**src/rtl/uart_rx_fifo.sv**
```systemverilog
// 16x-oversampled UART receiver feeding a first-word-fall-through FIFO.
// Define UART_RX_PARITY_EN to add an even-parity bit after the data bits.
module uart_rx_fifo #(
  parameter int CLK_FREQ   = 50000000,
  parameter int BAUD       = 9600,
  parameter int DATA_BITS  = 8,
  parameter int FIFO_DEPTH = 8
) (
  input  logic                 clk,
  input  logic                 rst_n,
  input  logic                 rx,
  output logic [DATA_BITS-1:0] dato,
  output logic                 valid,
  input  logic                 ready,
  output logic                 frame_err,
  output logic                 overflow,
  output logic                 parity_err,
  input  logic                 clr_err
);
  localparam int DIV_RAW = CLK_FREQ / (16 * BAUD);
  localparam int DIV     = (DIV_RAW < 1) ? 1 : DIV_RAW;
  localparam int DCW     = (DIV > 1) ? $clog2(DIV) : 1;
  localparam int AW      = $clog2(FIFO_DEPTH);
  localparam int PW      = AW + 1;

  localparam logic [2:0] S_IDLE   = 3'd0;
  localparam logic [2:0] S_START  = 3'd1;
  localparam logic [2:0] S_DATA   = 3'd2;
  localparam logic [2:0] S_STOP   = 3'd4;
`ifdef UART_RX_PARITY_EN
  localparam logic [2:0] S_PARITY = 3'd3;
`endif

  logic [1:0]           sync;
  logic                 rx_s, rx_prev, fall;
  logic [2:0]           state;
  logic [DCW-1:0]       div_cnt;
  logic                 tick, mid, maj;
  logic [3:0]           tick_cnt;
  logic                 s6, s7;
  logic [3:0]           bit_cnt;
  logic [DATA_BITS-1:0] shreg;
  logic                 err_wait;
  logic                 push_req;
  logic [DATA_BITS-1:0] push_word;
  logic                 ferr_set, ovf_set;
`ifdef UART_RX_PARITY_EN
  logic                 par;
  logic                 perr_set;
`endif

  logic [DATA_BITS-1:0] mem [FIFO_DEPTH];
  logic [PW-1:0]        wptr, rptr, wptr_n, rptr_n;
  logic                 full, pop, do_push;

  assign rx_s = sync[1];
  assign fall = rx_prev & ~rx_s;
  assign tick = (div_cnt == DCW'(DIV - 1));
  assign mid  = tick && (tick_cnt == 4'd8);
  // Samples at ticks 6 and 7 are held; tick 8 is the live line value.
  assign maj  = (s6 & s7) | (s6 & rx_s) | (s7 & rx_s);

  always_ff @(posedge clk or negedge rst_n) begin
    if (!rst_n) begin
      sync    <= '1;
      rx_prev <= 1'b1;
    end else begin
      sync    <= {sync[0], rx};
      rx_prev <= rx_s;
    end
  end

  always_ff @(posedge clk or negedge rst_n) begin
    if (!rst_n) begin
      state     <= S_IDLE;
      div_cnt   <= '0;
      tick_cnt  <= '0;
      s6        <= 1'b1;
      s7        <= 1'b1;
      bit_cnt   <= '0;
      shreg     <= '0;
      err_wait  <= 1'b0;
      push_req  <= 1'b0;
      push_word <= '0;
`ifdef UART_RX_PARITY_EN
      par       <= 1'b0;
`endif
    end else begin
      push_req <= 1'b0;
      if (state == S_IDLE) begin
        div_cnt  <= '0;
        tick_cnt <= '0;
        if (fall) state <= S_START;
      end else begin
        if (tick) begin
          div_cnt  <= '0;
          tick_cnt <= tick_cnt + 4'd1;
        end else begin
          div_cnt <= div_cnt + 1'b1;
        end
        if (tick && tick_cnt == 4'd6) s6 <= rx_s;
        if (tick && tick_cnt == 4'd7) s7 <= rx_s;
        if (state == S_STOP && err_wait) begin
          if (rx_s) begin
            err_wait <= 1'b0;
            state    <= S_IDLE;
          end
        end else if (mid) begin
          case (state)
            S_START: begin
              if (maj) begin
                state <= S_IDLE;
              end else begin
                state   <= S_DATA;
                bit_cnt <= '0;
`ifdef UART_RX_PARITY_EN
                par     <= 1'b0;
`endif
              end
            end
            S_DATA: begin
              shreg <= {maj, shreg[DATA_BITS-1:1]};
`ifdef UART_RX_PARITY_EN
              par   <= par ^ maj;
`endif
              if (bit_cnt == 4'(DATA_BITS - 1)) begin
`ifdef UART_RX_PARITY_EN
                state <= S_PARITY;
`else
                state <= S_STOP;
`endif
              end else begin
                bit_cnt <= bit_cnt + 4'd1;
              end
            end
`ifdef UART_RX_PARITY_EN
            // par becomes 1 here exactly when data+parity has odd weight.
            S_PARITY: begin
              par   <= par ^ maj;
              state <= S_STOP;
            end
`endif
            S_STOP: begin
              if (!maj) begin
                err_wait <= 1'b1;
              end else begin
`ifdef UART_RX_PARITY_EN
                push_req <= ~par;
`else
                push_req <= 1'b1;
`endif
                push_word <= shreg;
                state     <= S_IDLE;
              end
            end
            default: state <= S_IDLE;
          endcase
        end
      end
    end
  end

  assign ferr_set = (state == S_STOP) && !err_wait && mid && !maj;
  assign ovf_set  = push_req && full && !pop;
`ifdef UART_RX_PARITY_EN
  assign perr_set = (state == S_PARITY) && mid && (par ^ maj);
`endif

  always_ff @(posedge clk or negedge rst_n) begin
    if (!rst_n) begin
      frame_err <= 1'b0;
      overflow  <= 1'b0;
    end else if (clr_err) begin
      frame_err <= 1'b0;
      overflow  <= 1'b0;
    end else begin
      if (ferr_set) frame_err <= 1'b1;
      if (ovf_set)  overflow  <= 1'b1;
    end
  end

`ifdef UART_RX_PARITY_EN
  always_ff @(posedge clk or negedge rst_n) begin
    if (!rst_n)        parity_err <= 1'b0;
    else if (clr_err)  parity_err <= 1'b0;
    else if (perr_set) parity_err <= 1'b1;
  end
`else
  assign parity_err = 1'b0;
`endif

  assign valid   = (wptr != rptr);
  assign full    = (wptr[AW] != rptr[AW]) && (wptr[AW-1:0] == rptr[AW-1:0]);
  assign pop     = valid && ready;
  assign do_push = push_req && (!full || pop);
  assign wptr_n  = wptr + PW'(do_push);
  assign rptr_n  = rptr + PW'(pop);

  always_ff @(posedge clk) begin
    if (do_push) mem[wptr[AW-1:0]] <= push_word;
  end

  // dato is the registered head; a push into an emptying FIFO bypasses memory.
  always_ff @(posedge clk or negedge rst_n) begin
    if (!rst_n) begin
      wptr <= '0;
      rptr <= '0;
      dato <= '0;
    end else begin
      wptr <= wptr_n;
      rptr <= rptr_n;
      if (wptr_n != rptr_n) begin
        dato <= (do_push && rptr_n == wptr) ? push_word : mem[rptr_n[AW-1:0]];
      end
    end
  end
endmodule

```
**config.mk**
```make
export PLATFORM = sky130hd
export DESIGN_NAME = uart_rx_fifo
export DESIGN_NICKNAME = d
export VERILOG_FILES = /design/src/rtl/uart_rx_fifo.sv
export SDC_FILE = /design/constraint.sdc
export NUM_CORES = 1
export LEC_CHECK = 0
export CAP_MARGIN = 30
export CORE_AREA = 3 3 115 117
export CTS_CLUSTER_SIZE = 10
export DETAILED_ROUTE_END_ITERATION = 10
export DIE_AREA = 0 0 118 120
export GPL_ROUTABILITY_DRIVEN = 0
export SLEW_MARGIN = 15
export SYNTH_ARGS = -nofsm -noshare
export SYNTH_HDL_FRONTEND = slang
export SYNTH_SLANG_ARGS = --single-unit
```
**constraint.sdc**
```tcl
create_clock -name clk -period 3.7 [get_ports clk]
set_clock_uncertainty 0.2 [all_clocks]
set_input_delay 0.37 -clock clk [delete_from_list [all_inputs] [get_ports clk]]
set_output_delay 0.37 -clock clk [all_outputs]
set_load 0.02 [all_outputs]
```
* Word-level counts from Yosys, hierarchy flattened *
Memory sizes are Yosys's and may differ from the RTL's.
Index checks and enable logic that the tools add are counted.

storage, ports and cells
  register bits after elaboration = 61
  bits in writable memories = 64
  output and inout port bits = 12
  input port bits = 5
  memories = 1

memories
  name  words  bits a word  read ports  clocked after Yosys merged registers in  wr ports  line  source
  mem   8      8            1           0                                        1         52    logic [DATA_BITS-1:0] mem [FIFO_DEPTH];

cells by class
  bitwise gates (word level) = 9
  reduce and logical (&&, ||, !) cells = 33
  multiplexer cells = 33
  equal/unequal tests = 21
  $add $sub $neg = 5

operator list
  kind                                                                      number
  3-bit two-way mux                                                         7
  9-bit two-way mux                                                         2
  1-bit two-way mux                                                         16
  4-bit two-way mux                                                         4
  5-bit AND reduction                                                       3
  1-bit logical AND                                                         13
  4-bit by 3-bit == test with 1-bit output (second input constant)          3
  2-bit nonzero test                                                        6
  9-bit by 1-bit adder with 9-bit output (second input constant)            1
  9-bit == test (second input constant)                                     1
  3-bit one-hot mux with 3 select lines                                     1
  4-bit by 1-bit adder with 4-bit output                                    2
  4-bit by 1-bit adder with 4-bit output (second input constant)            2
  8-bit two-way mux                                                         1
  2-bit inequality test (second input constant)                             4
  4-bit inequality test                                                     2
  4-bit one-hot mux with 2 select lines                                     1
  6-bit AND reduction                                                       1
  1-bit AND                                                                 4
  4-bit == test                                                             1
  4-bit == test (second input constant)                                     1
  1-bit zero test                                                           4
  4-bit by 3-bit inequality test with 1-bit output (second input constant)  1
  4-bit inequality test (second input constant)                             1
  other kinds (15)                                                          19

* Logic depth before layout (Yosys ltp) *
  depth in word-level cells = 8
  gate-level depth with buffers = 13

* Worst setup path before layout *
No wires, ideal clock.

  path kind = register -> register
  start = register wptr[2]
  end = register dato[0]
  setup slack = 120 ps
  cell stages (with the launch flop) = 13
  library setup time = 132 ps
  path buffers = 3
  arrival time = 3,248 ps
  clock period less this slack = 3,580 ps
  cells stage by stage = dfrtp_1 -> clkbuf_1 -> xnor2_1 -> nand4_1 -> and2_1 -> ha_1 -> ha_1 -> clkbuf_1 -> clkbuf_1 -> mux4_2 -> nor2b_1 -> a221oi_1 -> o21ai_0

on the way
  elaborated cells on any way between the ends = 14
  classes of those cells = add/sub (2); eq/ne (4); mux (1); reduce/logical (6); memory (1)

RTL lines
  element                                                   line  source
  from (decl)                                               53    logic [PW-1:0] wptr, rptr, wptr_n, rptr_n;
  from (signal assigned)                                    210   wptr <= wptr_n;
  4-bit inequality test (*)                                 192   assign valid = (wptr != rptr);
  net valid                                                 13    output logic valid,
  1-bit logical AND (*)                                     194   assign pop = valid && ready;
  4-bit by 1-bit adder with 4-bit output (*)                197   assign rptr_n = rptr + PW'(pop);
  net rptr_n[1]                                             53
  branches (longest 3 deep; another with memory 8 x 8 bit)  n/a
  to (signal assigned)                                      213   dato <= (do_push && rptr_n == wptr) ? push_word : mem[rptr_n[AW-1:0]];
  to (decl)                                                 12    output logic [DATA_BITS-1:0] dato,

Mark *: on every way through the listed nets, which the timed path passes.
A chain may end at the register's enable or synchronous reset.

* Worst setup path after layout *
  start = register wptr[3]
  end = register dato[5]

on the way
  elaborated cells on any way between the ends = 14
  classes of those cells = add/sub (2); eq/ne (4); mux (1); reduce/logical (6); memory (1)

RTL lines
  element                                                   line
  4-bit inequality test (*)                                 192
  1-bit logical AND (*)                                     194
  4-bit by 1-bit adder with 4-bit output (*)                197
  net rptr_n[1]                                             53
  branches (longest 3 deep; another with memory 8 x 8 bit)  n/a

Marked as above.

==> results.toml <==
[run_status]
status = "completed"

[layout]
final_nets = 426
utilization_pct = 51.9
drive_above_1_share_pct = 23.8
fill_cells = 1070
syn_to_final_growth_pct = 19.5
antenna_cells = 0

[yosys]
ys_types = 51
synth_top_flop_cell = "edfxtp_1"
seq_area_frac_synth_pct = 63.8
ys.warnings.count = 0
syn_area_mm2 = 0.00541
synth.net_count = 385
synth-async-reset-ratio_pct = 48.8
syn_area_per_cell_um2 = 14.6
synth_edf_count = 64
synth_cells = 370
ys_ff_latch = 125

[power_and_ir_drop]
power_frac_seq_pct = 45.7
p_sw_share_pct = 23.7
p_leak_nw = 2.73
peakVddDrop_v = 0.000424
pwr-share-comb_pct = 6.3
pwr-share-clk_pct = 48.0
p_per_area_mw_per_mm2 = 519
power.switching_uw = 796
internal_power_mw = 2.56

[sta]
setup_viol = 0
fin_tns_setup_ps = 0
final_max_slew_viol_count = 0
finalCriticalPeriod_ps = 3260
period_share_pct = 88.1
tightest_slew_ps = 816
slew_headroom_pct = 45.4
fmax_mhz = 307
hold_viol = 0
rsz0062_at_grt = "false"

[worst_setup_path]
r2r_slack_ps = 440
r2r_end = "dato[5]"
path_class = "reg -> reg"
end_kind = "flip-flop"
r2r-start = "wptr[3]"
worstPathRequired_ps = 3770
cp_max_fo = 19
startpoint = "wptr[3]"
cp-start-kind = "flip-flop"
crit_end = "dato[5]"
r2r_cells = 11
cp.arrival_ps = 3330

[global_routing]
overflow = 0
grt_first_pass_wirelength_um = 16100
grt_pass1_vias = 3127
grt_max_degree = 35
grtUsageTotal_pct = 14.6
grt_antenna_before_repair = 0

[die]
core_area_mm2 = 0.0125
start_util_pct = 43.4
die_w_um = 118
ios = 17
die-area_mm2 = 0.0142
die_y_um = 120
num_rows = 41

[drt]
drtIter0Drc = 173
via_per_inst = 5.15
drc = 0
routedWlPerCell_um = 16.3
dr.pass1.iters = 4
drtAntennaViolNets = 0
num_vias = 3069
wl_um = 9690

[clock_network]
cts_sinks = 125
path_clk_slew_ps = 60
htreeDepth = 4
cts_tree = "built"
clk_latency_ps = 410
clk_path_buf_depth = 2
cts_setup_buffers = 0
numCtsBuffers = 17
ctsRootBufferMaster = "clkbuf_16"

[placement]
port_buffers = 15
place_hpwl_um = 6820

[job]
cap_viol_max_count = 0

[worst_hold_path]
min_path_type = "reg -> reg"
## metrics by stage
step	area [um2]	hold WS [ps]	std cells	total power, mW	setup slack, ps
2_1_floorplan	5410	-126	370	1.72	120
3_3_place_gp	5860	149	563	1.77	622
3_5_place_dp	5860	147	563	1.78	506
4_1_cts	6470	155	596	3.39	441
5_1_grt	6470	156	596	3.48	249
6_report	6470	154	596	3.36	439
## what timing repair did
item / 4_1_cts / 5_1_grt
hold buffers: 1 / 0
gates resized for setup: 0 / 0
endpoints found under the hold margin: 32 / 0
## critical path, stage by stage, from the launching register on
cell	delay, ps
dfrtp_1	400
xnor2_1	370
nand4_1	170
and2_1	190
ha_1	190
ha_1	280
buf_4	280
xor2_1	230
nor3_2	70
and2_1	250
a221oi_1	350
o21ai_0	140
## power groups by stage
stage          Sequential (mW)  Combinational, mW  Clock, mW
2_1_floorplan             1.55              0.165          0
3_3_place_gp              1.56              0.212          0
3_5_place_dp              1.56              0.215          0
4_1_cts                   1.53              0.217       1.64
5_1_grt                   1.54              0.244       1.69
6_report                  1.53              0.212       1.61
## cells in the mapped netlist, types with 8 or more instances
master    instances  share of area [%]
xnor2_1          14                2.3
nand2_1          14               0.97
o21ai_0          14                1.3
mux4_2           16                6.7
nor2_1           18                1.2
inv_1            12               0.83
nand3b_1          8                1.1
ha_1             10                2.3
xor2_1           12                1.9
a221oi_1          9                1.5
clkbuf_1          9               0.62
nand3_1          22                2.0
edfxtp_1         64                 35
o22ai_1           8               0.92
dfrtp_1          56                 26
nor2b_1           8               0.92
mux2_2           19                4.0
## metal layers
metal	vias up	part of all wire (%)	wire [um]	GRT usage, %
met2	44	51	4940	25.4
met4	0	1.6	157	5.49
met1	1540	44	4300	17.9
met3	15	2.9	285	3.30
li1	1470	-	-	-
met5	-	0	0	0
## area by class of cell
cell class / count / area (um2) / share of cell area [%]
sequential: 125 / 3450 / 53.4
timing repair buffer: 35 / 298 / 4.60
tap: 172 / 215 / 3.33
inverter: 13 / 48.8 / 0.754
multi-input combinational: 219 / 1860 / 28.7
clock inverter: 12 / 97.6 / 1.51
clock buffer: 20 / 500 / 7.74
## worst min path at each step
stage | startpoint | to | slack [ps] | cells past startpoint
final | sync[0] | sync[1] | 150 | 0
after CTS | sync[0] | sync[1] | 160 | 0
after floorplan | rst_n | bit_cnt[0] | -130 | 0
after global placement | sync[0] | sync[1] | 150 | 0
after global routing | sync[0] | sync[1] | 160 | 0
after detailed placement | sync[0] | sync[1] | 150 | 0
## state kept, by name (all words and copies together) (netlist names)
signal	cells
mem	64
div_cnt	9
dato	8
push_word	8
shreg	8
bit_cnt	4
rptr	4
tick_cnt	4
wptr	4
state	3
sync	2
err_wait	1
frame_err	1
overflow	1
push_req	1
rx_prev	1
s6	1
s7	1
## cells in the final DEF, fill, tap and decap left out, types with 2 or more instances in the layout
cell              n
edfxtp_1         64
dfrtp_1          56
nand3_1          22
clkbuf_16        20
mux2_2           19
buf_4            19
nor2_1           18
mux4_2           16
xnor2_1          14
nand2_1          14
o21ai_0          14
clkdlybuf4s50_1  14
xor2_1           12
inv_1            12
ha_1             10
a221oi_1          9
nor2b_1           8
nand3b_1          8
o22ai_1           8
clkinv_4          6
nor3_1            5
dfstp_2           5
nor3b_1           4
nor4b_1           4
a21oi_1           3
inv_6             3
nand4_1           2
and2_1            2
clkinv_1          2
or2_2             2
and3_1            2
nand2b_1          2
mux2i_1           2
clkinvlp_4        2
## logic make-up after synthesis
family	Yosys count	share of synthesized area [%]
other	1	0.0693
multiplexers	37	11.0
buffers and inverters	26	1.92
AND/OR/NAND/NOR	104	11.3
XOR/XNOR	27	4.65
flip-flops	125	63.8
AO/OA/AOI/OAI	39	4.74
adder cells (fa/ha/maj)	11	2.50
(Power assumes the default switching activity.)
